$ cat config.mk
export PLATFORM = sky130hd
export DESIGN_NAME = rgb_fade_sequencer
export DESIGN_NICKNAME = d
export VERILOG_FILES = /design/src/rtl/rgb_fade_sequencer.sv
export SDC_FILE = /design/constraint.sdc
export NUM_CORES = 1
export LEC_CHECK = 0
export ABC_AREA = 1
export CAP_MARGIN = 10
export CORE_ASPECT_RATIO = 2
export CORE_MARGIN = 2
export CORE_UTILIZATION = 56
export CTS_CLUSTER_SIZE = 20
export DETAILED_ROUTE_END_ITERATION = 16
export GPL_ROUTABILITY_DRIVEN = 0
export PLACE_DENSITY_LB_ADDON = 0.15
export SETUP_SLACK_MARGIN = 0.5
export SLEW_MARGIN = 40
export SYNTH_ARGS = -nofsm -noshare
export SYNTH_HDL_FRONTEND = slang
export SYNTH_SLANG_ARGS = --single-unit
$ cat constraint.sdc
create_clock -name clk -period 3.8 [get_ports clk]
set_clock_uncertainty 0.2 [all_clocks]
set_input_delay 0.95 -clock clk [delete_from_list [all_inputs] [get_ports clk]]
set_output_delay 0.95 -clock clk [all_outputs]
set_load 0.005 [all_outputs]
$ cat src/rtl/rgb_fade_sequencer.sv
// RGB palette fade sequencer: ramps R/G/B duty toward an 8-entry palette, holds, advances.
// Optional SEQ_GAMMA_EN adds a registered (v*v)>>CW perceptual map on the outputs.
module rgb_fade_sequencer #(
  parameter int CW         = 8,
  parameter int STEP       = 1,
  parameter int HOLD_TICKS = 16
) (
  input  logic          clk,
  input  logic          rst,
  input  logic          tick,
  input  logic [3:1]    btn,
  output logic [CW-1:0] R_time_out,
  output logic [CW-1:0] G_time_out,
  output logic [CW-1:0] B_time_out,
  output logic [3:0]    led
);

  // state | meaning
  // IDLE  | stopped, outputs 0, idx 0
  // FADE  | stepping channels toward pal[idx] on each tick
  // HOLD  | at target, counting hold_cnt down on each tick
  // PAUSE | frozen; saved_state is resumed on start
  typedef enum logic [1:0] {IDLE, FADE, HOLD, PAUSE} state_t;

  localparam int HW = (HOLD_TICKS > 1) ? $clog2(HOLD_TICKS) : 1;
  localparam logic [HW-1:0] HOLD_LOAD = HW'(HOLD_TICKS - 1);
  localparam logic [CW-1:0] FULL      = {CW{1'b1}};
  localparam logic [CW:0]   STEP_W    = (CW+1)'(STEP);

  // one bit per palette index, bit i = channel full at idx i
  localparam logic [7:0] PAL_R = 8'b0110_0011;
  localparam logic [7:0] PAL_G = 8'b0100_1110;
  localparam logic [7:0] PAL_B = 8'b0111_1000;

  state_t          state, state_n, saved, saved_n;
  logic [2:0]      idx, idx_n;
  logic [CW-1:0]   r, g, b, r_n, g_n, b_n;
  logic [CW-1:0]   tgt_r, tgt_g, tgt_b, step_r, step_g, step_b;
  logic [HW-1:0]   hold_cnt, hold_n;
  logic [3:1]      btn_q, press;

  function automatic logic [CW-1:0] step_to(input logic [CW-1:0] cur, input logic [CW-1:0] tgt);
    logic [CW:0] d;
    if (tgt >= cur) d = {1'b0, tgt} - {1'b0, cur};
    else            d = {1'b0, cur} - {1'b0, tgt};
    if (d <= STEP_W)  return tgt;
    else if (tgt > cur) return cur + STEP_W[CW-1:0];
    else                return cur - STEP_W[CW-1:0];
  endfunction

  assign press  = btn & ~btn_q;
  assign tgt_r  = PAL_R[idx] ? FULL : '0;
  assign tgt_g  = PAL_G[idx] ? FULL : '0;
  assign tgt_b  = PAL_B[idx] ? FULL : '0;
  assign step_r = step_to(r, tgt_r);
  assign step_g = step_to(g, tgt_g);
  assign step_b = step_to(b, tgt_b);

  always_ff @(posedge clk) begin
    if (rst) begin
      state    <= IDLE;
      saved    <= IDLE;
      idx      <= '0;
      r        <= '0;
      g        <= '0;
      b        <= '0;
      hold_cnt <= '0;
      btn_q    <= '0;
    end else begin
      state    <= state_n;
      saved    <= saved_n;
      idx      <= idx_n;
      r        <= r_n;
      g        <= g_n;
      b        <= b_n;
      hold_cnt <= hold_n;
      btn_q    <= btn;
    end
  end

  always_comb begin
    state_n = state;
    saved_n = saved;
    idx_n   = idx;
    r_n     = r;
    g_n     = g;
    b_n     = b;
    hold_n  = hold_cnt;
    if (press[3]) begin
      state_n = IDLE;
      idx_n   = '0;
      r_n     = '0;
      g_n     = '0;
      b_n     = '0;
    end else if (press[2]) begin
      case (state)
        FADE, HOLD: begin
          idx_n   = idx + 3'd1;
          state_n = FADE;
        end
        PAUSE: begin
          idx_n   = idx + 3'd1;
          saved_n = FADE;
        end
        default: ;
      endcase
    end else if (press[1]) begin
      case (state)
        IDLE:       state_n = FADE;
        FADE, HOLD: begin
          saved_n = state;
          state_n = PAUSE;
        end
        PAUSE:      state_n = saved;
        default:    ;
      endcase
    end else if (tick) begin
      case (state)
        FADE: begin
          r_n = step_r;
          g_n = step_g;
          b_n = step_b;
          if (step_r == tgt_r && step_g == tgt_g && step_b == tgt_b) begin
            state_n = HOLD;
            hold_n  = HOLD_LOAD;
          end
        end
        HOLD: begin
          if (hold_cnt == '0) begin
            idx_n   = idx + 3'd1;
            state_n = FADE;
          end else begin
            hold_n = hold_cnt - 1'b1;
          end
        end
        default: ;
      endcase
    end
  end

  assign led = {(state == FADE) || (state == HOLD), idx};

`ifdef SEQ_GAMMA_EN
  function automatic logic [CW-1:0] gamma(input logic [CW-1:0] v);
    logic [2*CW-1:0] p;
    p = {{CW{1'b0}}, v} * {{CW{1'b0}}, v};
    return CW'(p >> CW);
  endfunction

  always_ff @(posedge clk) begin
    if (rst) begin
      R_time_out <= '0;
      G_time_out <= '0;
      B_time_out <= '0;
    end else begin
      R_time_out <= gamma(r);
      G_time_out <= gamma(g);
      B_time_out <= gamma(b);
    end
  end
`else
  assign R_time_out = r;
  assign G_time_out = g;
  assign B_time_out = b;
`endif

endmodule

Word level (Yosys, flattened, before mapping) --
Memory sizes are Yosys's and may differ from the RTL's. A register that Yosys moved wholly into a read port is not among the register bits. Index checks and enable logic that the tools add are counted.
Storage, ports and cells: flip-flop bits (word level) 38, latch bits 0, bits in writable memories 0, bits in read-only memories 24, bits of input ports 6, output and inout bits 28, memories 3
Memory list:
- (name not given) | words 8, bits a word 1, read ports 1, clocked after memory_dff 1, write ports 0, line 54 | assign tgt_b = PAL_B[idx] ? FULL : '0;
- (name not given) | words 8, bits a word 1, read ports 1, clocked after memory_dff 1, write ports 0, line 53 | assign tgt_g = PAL_G[idx] ? FULL : '0;
- (name not given) | words 8, bits a word 1, read ports 1, clocked after memory_dff 1, write ports 0, line 52 | assign tgt_r = PAL_R[idx] ? FULL : '0;
Cells by class: add/subtract/negate cells 14, $mul 0, div/mod/pow operators 0, order comparisons 10, equal/unequal tests 14, shift-type cells 0, muxes and demuxes 42, bitwise operators 5, reduce and logical (&&, ||, !) cells 21
Operators by type and width (count):
- 2-to-1 mux 8 bit | 9
- subtractor 8 x 8 -> 9 bit | 6
- 2-to-1 mux 3 bit | 12
- less-or-equal comparator 9 x 1 -> 1 bit, second input constant | 3
- 2-to-1 mux 9 bit | 3
- adder 8 x 1 -> 8 bit, second input constant | 3
- == test 8 bit | 3
- >= comparator 8 bit | 3
- greater-than comparator 8 bit | 3
- subtractor 8 x 1 -> 8 bit, second input constant | 3
- 2-to-1 mux 2 bit | 10
- nonzero test 2 bit | 6
- AND reduction 5 bit | 2
- 2-to-1 mux 4 bit | 2
- != test 4 bit, second input constant | 2
- case mux 4 bit (2 select lines) | 1
- AND reduction 4 bit | 2
- AND reduction 7 bit | 1
- != test 2 x 1 -> 1 bit, second input constant | 3
- != test 2 bit, second input constant | 3
- case mux 2 bit (3 select lines) | 1
- == test 2 bit, second input constant | 2
- logical NOT 4 bit | 1
- < comparator 3 x 4 -> 1 bit, second input constant | 1
- other kinds (15) | 21

Longest topological paths before layout --
Gate-level depths: netlist (run 1).
depth in word-level cells 15, depth in mapped cells 29

Worst setup path before layout (run 1) --
No wires, ideal clock.
kind register -> register, start point reg tgt_g[0] (netlist name), end point reg hold_cnt[0], arrival time 3821 ps, path slack -334 ps, cell stages (with the launch flop) 27, path buffers 1, clock period less this slack 4134 ps, cells stage by stage dfxtp_1 clkbuf_1 clkinv_1 ha_1 inv_1 nand3_1 nand3_1 nand2_1 ha_1 nand3_1 nand2_1 nand2_1 nand2_1 a21oi_1 or2_2 nand2_1 inv_1 nand4_1 nand2_1 nor2_1 nand2_1 nor2_1 nand3_2 nand2_2 nand2_4 o21ai_1 nor2_1
RTL lines:
- end signal: assignment | line 76 | hold_cnt <= hold_n;
- end: declaration | line 39 | logic [HW-1:0] hold_cnt, hold_n;

==> impl_metrics.yaml, run 1 <==
logic_synthesis:
  synth_edf_count: 0
  synth-async-reset-ratio_pct: 0
  syn_area_per_cell_um2: 6.08
  ys_ff_latch: 41
  synth_compound_area_share_pct: 14.3
  ys.warnings.count: 0
  synth_cell_types: 38
  muxShareOfSynthArea_pct: 0
  synthXorXnorAreaFrac_pct: 3.25
  yosys.area_share.simple_pct: 37.8
  synth_top_family_by_area: "simple AND/OR/NAND/NOR gates"
  syn-num-nets: 1065
  syn_area_um2: 5930
  synth_seq_area_share_pct: 13.8
  synth_adder_area_share_pct: 18.9
  synth_ff_type: "dfxtp_1"
  syn_inst: 975
sta:
  finalCriticalPeriod_ns: 3.80
  maxSlewViolCount: 0
  setup_ws_ns: 0.00423
  slew_headroom_pct: 60.8
  period_share_pct: 99.9
  setup_viol: 0
  finalHoldViolations: 0
  hold_slack_ns: 0.300
  tns_ns: 0
  max_freq_mhz: 263
  tightest_slew_ns: 0.586
  rsz0062_at_grt: "true"
pwr:
  vdd_ir_drop_max_v: 0.000324
  p_leak_nw: 3.93
  powerDensity_nw_per_um2: 308
die:
  die_x_um: 76.8
  die_h_um: 150
  core_area_um2: 10400
  initial_core_util_pct: 57.0
  die_area_um2: 11500
  io_pins: 34
  rows: 53
clocking:
  cts-hold-fix-buffers: 0
  ctsLongestPathBuffers: 2
  clockRootBuffer: "clkbuf_16"
  numCtsBuffers: 5
  ctsHtreeMaxLevel: 2
  clock_latency_ns: 0.29
  clk_pin_slew_ns: 0.07
  tritoncts: "built"
  clock_sinks: 41
setup_path:
  critPathTopFamily: "simple AND/OR/NAND/NOR gates"
  critPathLaunch: "tgt_g[0]$_DFF_P_"
  crit_buf_inv: 3
  worst_setup_path_start_kind: "flop"
  worstPathArrival_ns: 3.82
  crit_required_ns: 3.82
  worstPathCellList: "buf_6 > ha_4 > nand2_4 > nor2_4 > nand4_1 > nand2_4 > ha_2 > a21oi_1 > o21ai_1 > a21oi_1 > inv_1 > nand3_1 > nand2_1 > nand4_1 > nand2_1 > nor2_1 > nand2_1 > nor2_2 > nand3_2 > nand2_2 > nand2_4 > clkinv_4 > nand2_2 > a21oi_2"
  cpPeakStageDelay_ns: 0.39
  cp_max_fo: 7
  crit_slowest_cell: "dfxtp_4"
  cp-end-kind: "flop"
  path_class: "reg2reg"
  worstReg2RegStart: "tgt_g[0]$_DFF_P_"
detailed_routing:
  drt-total-wl_um: 18500
  drc: 0
  drt-initial-drc-count: 316
  vias: 6770
  routedWlPerCell_um: 15.0
  detail-route-antenna-nets: 0
  routed_via_density: 5.50
  dr.pass1.iters: 5
final_layout:
  utilization_pct: 77.1
  ff_latch_area_um2: 855
  final_area_um2: 8030
  area_delta_synth_final_pct: 35.3
  num_antenna_cells: 0
  multi_input_area_um2: 5130
  finalNetCount: 1183
  most-common-layout-cells: "nand2_1 (243), inv_1 (135), buf_4 (91)"
  fill_cells: 822
  final_common_cell: "nand2_1"
  drive_above_1_share_pct: 24.6
grt:
  grt_start_max_net_pins: 35
  antenna_found_initial: 0
  grt_pass1_wl_um: 28000
  grt_pass1_vias: 6508
  track_usage_pct: 29.8
  grt_remaining_overflow: 0
job:
  cap_violations: 0
place:
  dpl_cell_area_um2: 7070
  place_worst_setup_slack_ns: -0.154
  place_hpwl_um: 13200
  io_buffer_count: 33
hold_path:
  hold_class: "reg2reg"
  min_from: "saved[1]$_SDFFE_PP0P_"
status:
  status: "completed"
==> worst paths after layout <==
kind / to / slack, ns / cells past startpoint
max: hold_cnt[3]$_SDFFE_PP0P_ / 0.004 / 24
min: saved[1]$_SDFFE_PP0P_ / 0.30 / 2
max reg2reg: hold_cnt[3]$_SDFFE_PP0P_ / 0.004 / 24
min reg2reg: saved[1]$_SDFFE_PP0P_ / 0.30 / 2
==> flip-flops by register name, summed over array words and instances (netlist names) <==
register and cells:
saved 2, hold_cnt 4, B_time_out 8, R_time_out 8, tgt_g 1, tgt_b 1
state 2, tgt_r 1, idx 3, G_time_out 8, btn_q 3
==> where the power goes <==
part	internal [mW]	leakage (nW)	switching (mW)
Combinational	0.632	3.52	0.927
Clock	0.283	0.0790	0.178
Sequential	0.439	0.339	0.0146
==> routing by layer <==
metal / wire length [µm] / vias up / global-route usage (%)
met5: 0 / - / 0
met4: 1300 / 0 / 20.1
met3: 525 / 100 / 2.35
met2: 10100 / 219 / 60.0
met1: 6520 / 3064 / 27.6
li1: - / 3387 / -
==> worst register-to-register path: cells and delay by family, from the launching register on <==
family | cells | cell delay, ns
and+or+nand+nor | 15 | 1.56
adders and majority gates | 2 | 0.67
AOI/OAI and AO/OA | 4 | 0.58
DFF | 1 | 0.39
buffers and inverters | 3 | 0.32
==> cells by family (layout without fill, tap and decap cells) <==
| family | after synthesis | after routing |
|---|---|---|
| buffers and inverters | 174 | 291 |
| AOI/OAI and AO/OA | 159 | 159 |
| xor gates and xnor gates | 22 | 22 |
| adders and majority gates | 84 | 84 |
| and+or+nand+nor | 495 | 497 |
| DFF | 41 | 41 |
==> area by class of cell <==
type                            count  area share (%)
Sequential cell                    41            10.6
Multi-Input combinational cell    762            64.0
Inverter                          153            7.48
Clock buffer                        7            1.92
Tap cell                          137            2.14
Clock inverter                      1          0.0624
Timing Repair Buffer              130            13.8
==> synthesized netlist by cell type (9+ instances only) <==
| cell | instances | area (µm²) |
|---|---|---|
| a21oi_1 | 77 | 385 |
| clkbuf_1 | 10 | 37.5 |
| dfxtp_1 | 41 | 821 |
| fa_1 | 9 | 180 |
| ha_1 | 75 | 938 |
| inv_1 | 140 | 526 |
| inv_2 | 10 | 37.5 |
| nand2_1 | 263 | 987 |
| nand2_2 | 11 | 68.8 |
| nand3_1 | 73 | 365 |
| nand3_2 | 10 | 100 |
| nand4_1 | 28 | 175 |
| nor2_1 | 80 | 300 |
| o21ai_0 | 58 | 290 |
| xor2_1 | 19 | 166 |
==> stage by stage <==
step,cells,total power [mW]
finish,1231,2.47
global route,1231,2.64
CTS,1211,2.22
detailed placement,1183,1.66
global placement,1183,1.64
floorplan,975,1.38
==> what timing repair did <==
item / 4_1_cts / 5_1_grt
resized for setup: 37 / 65
cloned: 0 / 2
setup buffers: 20 / 18
pin swaps: 26 / 45
endpoints found under the setup margin: 16 / 32
hold endpoints to repair: 0 / 0
(Power assumes the default switching activity.)
==> run 2: changes to the inputs <==
--- a/config.mk
+++ b/config.mk
@@ -6,7 +6,6 @@
 export NUM_CORES = 1
 export LEC_CHECK = 0
 export ABC_AREA = 1
-export CAP_MARGIN = 10
 export CORE_ASPECT_RATIO = 2
 export CORE_MARGIN = 2
 export CORE_UTILIZATION = 56
==> results of run 2 <==
Same layout as run 1: the final DEF is identical, and so are final timing and power.
==> run 3: changes to the inputs <==
--- a/config.mk
+++ b/config.mk
@@ -11,7 +11,7 @@
 export CORE_UTILIZATION = 56
 export CTS_CLUSTER_SIZE = 20
 export DETAILED_ROUTE_END_ITERATION = 16
-export GPL_ROUTABILITY_DRIVEN = 0
+export GPL_TIMING_DRIVEN = 1
 export PLACE_DENSITY_LB_ADDON = 0.15
 export SETUP_SLACK_MARGIN = 0.5
 export SLEW_MARGIN = 40
==> results of run 3 <==
Same layout as run 1: the final DEF is identical, and so are final timing and power.
